===== config.mk =====
export PLATFORM = sky130hd
export DESIGN_NAME = uart_rx_cfg
export DESIGN_NICKNAME = d
export VERILOG_FILES = /design/src/rtl/uart_rx_cfg.sv
export SDC_FILE = /design/constraint.sdc
export NUM_CORES = 1
export LEC_CHECK = 0
export ABC_AREA = 0
export ABC_CLOCK_PERIOD_IN_PS = 2600
export CAP_MARGIN = 15
export CORE_UTILIZATION = 56
export DETAILED_ROUTE_END_ITERATION = 12
export GPL_ROUTABILITY_DRIVEN = 0
export PLACE_DENSITY = 0.79
export SYNTH_ARGS = -nofsm -noshare
export SYNTH_HDL_FRONTEND = slang
export SYNTH_SLANG_ARGS = --single-unit

===== constraint.sdc =====
create_clock -name clk -period 2.6 [get_ports clk]
set_input_delay 0.78 -clock clk [delete_from_list [all_inputs] [get_ports clk]]
set_output_delay 0.78 -clock clk [all_outputs]
set_load 0.05 [all_outputs]

===== src/rtl/uart_rx_cfg.sv =====
// uart_rx_cfg: runtime-configurable UART receiver (5..DBIT_MAX data bits,
// none/even/odd parity, 1 or 2 stop bits) driven by an oversampling tick.
// Build option: define UART_RX_MAJORITY_EN to take each data/parity/stop
// bit as the majority of three samples instead of a single sample.
module uart_rx_cfg #(
   parameter int DBIT_MAX   = 8,
   parameter int OVERSAMPLE = 16
) (
   input  logic                clk,
   input  logic                reset,
   input  logic                s_tick,
   input  logic                rx,
   input  logic [3:0]          data_len,
   input  logic [1:0]          par_mode,
   input  logic                stop2,
   output logic [DBIT_MAX-1:0] dout,
   output logic                rx_done_tick,
   output logic                parity_err,
   output logic                frame_err,
   output logic                busy
);
   localparam int SW = $clog2(OVERSAMPLE);
   localparam logic [SW-1:0] S_MID  = SW'(OVERSAMPLE / 2 - 1);
   localparam logic [SW-1:0] S_LAST = SW'(OVERSAMPLE - 1);

   typedef enum logic [2:0] {IDLE, START, DATA, PARITY, STOP} state_t;

   state_t              state_q, state_d;
   logic [SW-1:0]       s_q, s_d;
   logic [4:0]          n_q, n_d;        // data bit index, reused as stop bit index
   logic [4:0]          len_q, len_d;
   logic                par_en_q, par_en_d, par_odd_q, par_odd_d, stop2_q, stop2_d;
   logic [DBIT_MAX-1:0] sr_q, sr_d;
   logic                perr_q, perr_d, ferr_q, ferr_d;
   logic [DBIT_MAX-1:0] dout_q, dout_d;
   logic                done_q, done_d, parity_err_q, parity_err_d, frame_err_q, frame_err_d;
   logic                sync1_q, rx_s;
   logic [4:0]          len_clamp;
   logic                bit_val;
   logic                par_exp;

`ifdef UART_RX_MAJORITY_EN
   localparam logic [SW-1:0] S_MA = SW'(OVERSAMPLE - 3);
   localparam logic [SW-1:0] S_MB = SW'(OVERSAMPLE - 2);
   logic maj_a_q, maj_a_d, maj_b_q, maj_b_d;

   assign bit_val = (maj_a_q & maj_b_q) | (maj_a_q & rx_s) | (maj_b_q & rx_s);

   // capture the two early samples of each data/parity/stop bit
   always_comb begin
      maj_a_d = maj_a_q;
      maj_b_d = maj_b_q;
      if (s_tick && (state_q == DATA || state_q == PARITY || state_q == STOP)) begin
         if (s_q == S_MA) maj_a_d = rx_s;
         if (s_q == S_MB) maj_b_d = rx_s;
      end
   end

   // early-sample registers
   always_ff @(posedge clk or posedge reset) begin
      if (reset) begin
         maj_a_q <= 1'b1;
         maj_b_q <= 1'b1;
      end else begin
         maj_a_q <= maj_a_d;
         maj_b_q <= maj_b_d;
      end
   end
`else
   assign bit_val = rx_s;
`endif

   assign par_exp      = par_odd_q ? ~(^sr_q) : (^sr_q);
   assign dout         = dout_q;
   assign rx_done_tick = done_q;
   assign parity_err   = parity_err_q;
   assign frame_err    = frame_err_q;
   assign busy         = (state_q != IDLE);

   // clamp requested data length into 5..DBIT_MAX
   always_comb begin
      if (data_len < 4'd5)
         len_clamp = 5'd5;
      else if ({1'b0, data_len} > 5'(DBIT_MAX))
         len_clamp = 5'(DBIT_MAX);
      else
         len_clamp = {1'b0, data_len};
   end

   // frame FSM: next state, counters, shift register and output loads
   always_comb begin
      state_d      = state_q;
      s_d          = s_q;
      n_d          = n_q;
      len_d        = len_q;
      par_en_d     = par_en_q;
      par_odd_d    = par_odd_q;
      stop2_d      = stop2_q;
      sr_d         = sr_q;
      perr_d       = perr_q;
      ferr_d       = ferr_q;
      dout_d       = dout_q;
      parity_err_d = parity_err_q;
      frame_err_d  = frame_err_q;
      done_d       = 1'b0;
      case (state_q)
         IDLE: begin
            s_d = '0;
            n_d = '0;
            if (!rx_s) begin
               state_d   = START;
               len_d     = len_clamp;
               par_en_d  = (par_mode == 2'b01) || (par_mode == 2'b10);
               par_odd_d = (par_mode == 2'b10);
               stop2_d   = stop2;
               sr_d      = '0;
               perr_d    = 1'b0;
               ferr_d    = 1'b0;
            end
         end
         START: if (s_tick) begin
            if (s_q == S_MID) begin
               s_d     = '0;
               state_d = rx_s ? IDLE : DATA;
            end else
               s_d = s_q + SW'(1);
         end
         DATA: if (s_tick) begin
            if (s_q == S_LAST) begin
               s_d  = '0;
               sr_d = sr_q | ({{(DBIT_MAX-1){1'b0}}, bit_val} << n_q);
               if (n_q == len_q - 5'd1) begin
                  n_d     = '0;
                  state_d = par_en_q ? PARITY : STOP;
               end else
                  n_d = n_q + 5'd1;
            end else
               s_d = s_q + SW'(1);
         end
         PARITY: if (s_tick) begin
            if (s_q == S_LAST) begin
               s_d     = '0;
               perr_d  = (bit_val != par_exp);
               state_d = STOP;
            end else
               s_d = s_q + SW'(1);
         end
         STOP: if (s_tick) begin
            if (s_q == S_LAST) begin
               s_d = '0;
               if (!bit_val) ferr_d = 1'b1;
               if (stop2_q && n_q == 5'd0)
                  n_d = 5'd1;
               else begin
                  n_d          = '0;
                  state_d      = IDLE;
                  dout_d       = sr_q;
                  parity_err_d = perr_q;
                  frame_err_d  = ferr_q | ~bit_val;
                  done_d       = 1'b1;
               end
            end else
               s_d = s_q + SW'(1);
         end
         default: state_d = IDLE;
      endcase
   end

   // synchroniser, FSM state and output registers
   always_ff @(posedge clk or posedge reset) begin
      if (reset) begin
         sync1_q      <= 1'b1;
         rx_s         <= 1'b1;
         state_q      <= IDLE;
         s_q          <= '0;
         n_q          <= '0;
         len_q        <= 5'd5;
         par_en_q     <= 1'b0;
         par_odd_q    <= 1'b0;
         stop2_q      <= 1'b0;
         sr_q         <= '0;
         perr_q       <= 1'b0;
         ferr_q       <= 1'b0;
         dout_q       <= '0;
         parity_err_q <= 1'b0;
         frame_err_q  <= 1'b0;
         done_q       <= 1'b0;
      end else begin
         sync1_q      <= rx;
         rx_s         <= sync1_q;
         state_q      <= state_d;
         s_q          <= s_d;
         n_q          <= n_d;
         len_q        <= len_d;
         par_en_q     <= par_en_d;
         par_odd_q    <= par_odd_d;
         stop2_q      <= stop2_d;
         sr_q         <= sr_d;
         perr_q       <= perr_d;
         ferr_q       <= ferr_d;
         dout_q       <= dout_d;
         parity_err_q <= parity_err_d;
         frame_err_q  <= frame_err_d;
         done_q       <= done_d;
      end
   end
endmodule

==> flow_metrics.tcl <==
set metrics [dict create \
    grt.total_usage_pct 25.3 \
    final-setup-viol-count 0 \
    synthCells 226 \
    ys_types 52 \
    fp.coreArea_sq_um 3770 \
    grt_pass1_vias 1723 \
    rsz0062_at_grt "no" \
    worst_setup_path_end_kind "primary output" \
    min-delay-start "sync1_q" \
    final_cells 299 \
    synth.most_common_cell "dfrtp_1" \
    slew-limit-headroom_pct 59.2 \
    synth.yosys.warnings 0 \
    port_buffers 22 \
    synth-edff-count 0 \
    fin_tns_setup_ns 0 \
    synth_seq_cells 42 \
    ios 23 \
    r2r_end "state_q[2]" \
    wl_per_cell_um 15.8 \
    dpl.hpwl_mm 3.27 \
    yosysTopAreaCell "dfrtp_1" \
    utilization_pct 69.6 \
    cts_hold_buffers 0 \
    cts_tree "yes" \
    clock.fmax_mhz 433 \
    fp-row-count 22 \
    regArea_sq_um 1060 \
    yosysSeqAreaShare_pct 46.9 \
    cp.arrival_ns 1.53 \
    outcome "finished, final reports clean" \
    synthTopCellsByArea "dfrtp_1 (42%), dfstp_2 (4.7%), mux2_4 (4.7%), nand2_1 (4.5%), xnor2_1 (3.9%)" \
    drive_gt1_share_pct 12.7 \
    path_max_fanout 18 \
    vias 1759 \
    numCtsBuffers 5 \
    final-max-slew-violation-count 0 \
    globalRoute.totalOverflow 0 \
    rr_worst_depth 6 \
    whs_path_depth 0 \
    synthTopCellsByCount "dfrtp_1 (38), nand2_1 (27), nor2_1 (21)" \
    pre_cts_slack_ns 0.103 \
    synth_area_sq_um 2250 \
    tightest_slew_ns 0.611 \
    dieArea_sq_um 4280 \
    power_uw 1500 \
    postCtsSetupBuffers 0 \
    critPathKind "reg2out" \
    grt_max_degree 43 \
    n_antenna_cell 0 \
    hold_class "reg2reg" \
    multiInputGateArea_sq_um 1090 \
    synth_fp_nets 242 \
    htreeDepth 2 \
    clk_path_buf_depth 2 \
    start_kind "flip-flop" \
    dieHeight_um 65.4 \
    finalCritPeriodShare_pct 88.9 \
    synth_area_per_cell_sq_um 9.97 \
    synthArstFlopShare_pct 100 \
    routed_wirelength_mm 4.71 \
    clk-insertion-delay-late_ns 0.30 \
    area_growth_pct 16.5 \
    drc 0 \
    synthDominantCellAreaShare_pct 42.2 \
    clock_sinks 42 \
    peakVddDrop_mv 0.375 \
    fillCellCount 300 \
    power_leakage_uw 0.00124 \
    min_period_ns 2.31 \
    cap_violations 0 \
    final_nets 266 \
    antenna_found_initial 0 \
    start_util_pct 59.8 \
    reg2reg_slack_ns 0.44 \
    grt_pass1_wl_mm 8.01 \
    clockRootBuffer "clkbuf_8" \
    first_iter_violations 212 \
    powerDensity_nw_per_um2 573 \
    cp.required_ns 1.82 \
    worst_slack_ns 0.288 \
    min_to "bit_val" \
    ant_nets 0 \
    cts_resized 0 \
    worstReg2RegStart "len_q[0]" \
    hold_viol 0 \
    die_x_um 65.4 \
    dp_cells 291 \
    drtPass1Iterations 4 \
    routed_via_density 5.88 \
    fin_worst_skew_ns 0.00430 \
    synth_ff_type "dfrtp_1" \
    path_clk_slew_ns 0.08 \
]
report_power, final:
part	switching (uW)	total (uW)	internal, uW
combinational	121	225	104
sequential	76.1	768	692
clock	225	512	286
placed cells by master, fill, tap and decap left out, types with 4 or more instances in the layout:
cell type | netlist | final
dfrtp_1 | 38 | 38
a31oi_1 | 5 | 5
buf_4 | 0 | 6
nand3_1 | 5 | 5
clkbuf_8 | 0 | 5
o22ai_1 | 4 | 4
xor2_1 | 5 | 5
nor2_1 | 21 | 21
clkdlybuf4s50_1 | 0 | 21
inv_1 | 13 | 13
a21oi_1 | 11 | 11
nor3_1 | 4 | 4
dfstp_2 | 4 | 4
ha_1 | 5 | 5
xnor2_1 | 10 | 10
o21ai_0 | 11 | 11
nand2_1 | 27 | 27
mux2_4 | 7 | 7
routing by layer:
metal  GRT usage (%)  wire [um]  vias up
met2            41.2       2250       59
met5               0          0        -
met1            32.8       2130      841
met4            11.4        127        0
met3            4.34        201       15
li1                -          -      844
state kept, by name, summed over array words and instances (netlist names):
signal / flops
s_q: 4
bit_val: 1
parity_err: 1
perr_q: 1
len_q: 4
sync1_q: 1
sr_q: 8
frame_err: 1
par_odd_q: 1
rx_done_tick: 1
ferr_q: 1
state_q: 3
par_en_q: 1
dout: 8
stop2_q: 1
n_q: 5
final cells by class:
type / count / share of cell area (%)
sequential: 42 / 40.2
tap: 48 / 2.29
multi-input combinational: 161 / 41.7
clock inverter: 2 / 1.43
clock buffer: 6 / 2.76
inverter: 13 / 1.86
timing repair buffer: 27 / 9.72
kinds of logic after synthesis:
group | after synthesis | share of synthesized area, %
XOR/XNOR | 16 | 6.88
AO/OA/AOI/OAI | 48 | 14.7
multiplexers | 11 | 6.55
flip-flops | 42 | 46.9
AND/OR/NAND/NOR | 81 | 17.7
adder cells (fa/ha/maj) | 5 | 2.78
buffers and inverters | 23 | 4.55
worst max path at each step:
| stage | start | end | slack (ns) |
|---|---|---|---|
| 4_1_cts | state_q[1] | busy | 0.30 |
| 6_report | state_q[1] | busy | 0.29 |
| 3_3_place_gp | s_tick | dout[0] | 0.16 |
| 2_1_floorplan | state_q[2] | busy | 0.51 |
| 5_1_grt | state_q[1] | busy | 0.22 |
| 3_5_place_dp | s_tick | state_q[1] | 0.10 |
per-stage QoR:
step                cell area (sq um)  hold WS, ns
floorplan                        2250        0.345
global placement                 2510        0.346
detailed placement               2510        0.349
CTS                              2630        0.362
global route                     2630        0.360
finish                           2630        0.358
worst max-delay path, cell delays in order, from the launching register on:
cell,delay (ns)
dfrtp_1,0.61
or3_1,0.43
buf_4,0.19
(Power assumes the default switching activity.)
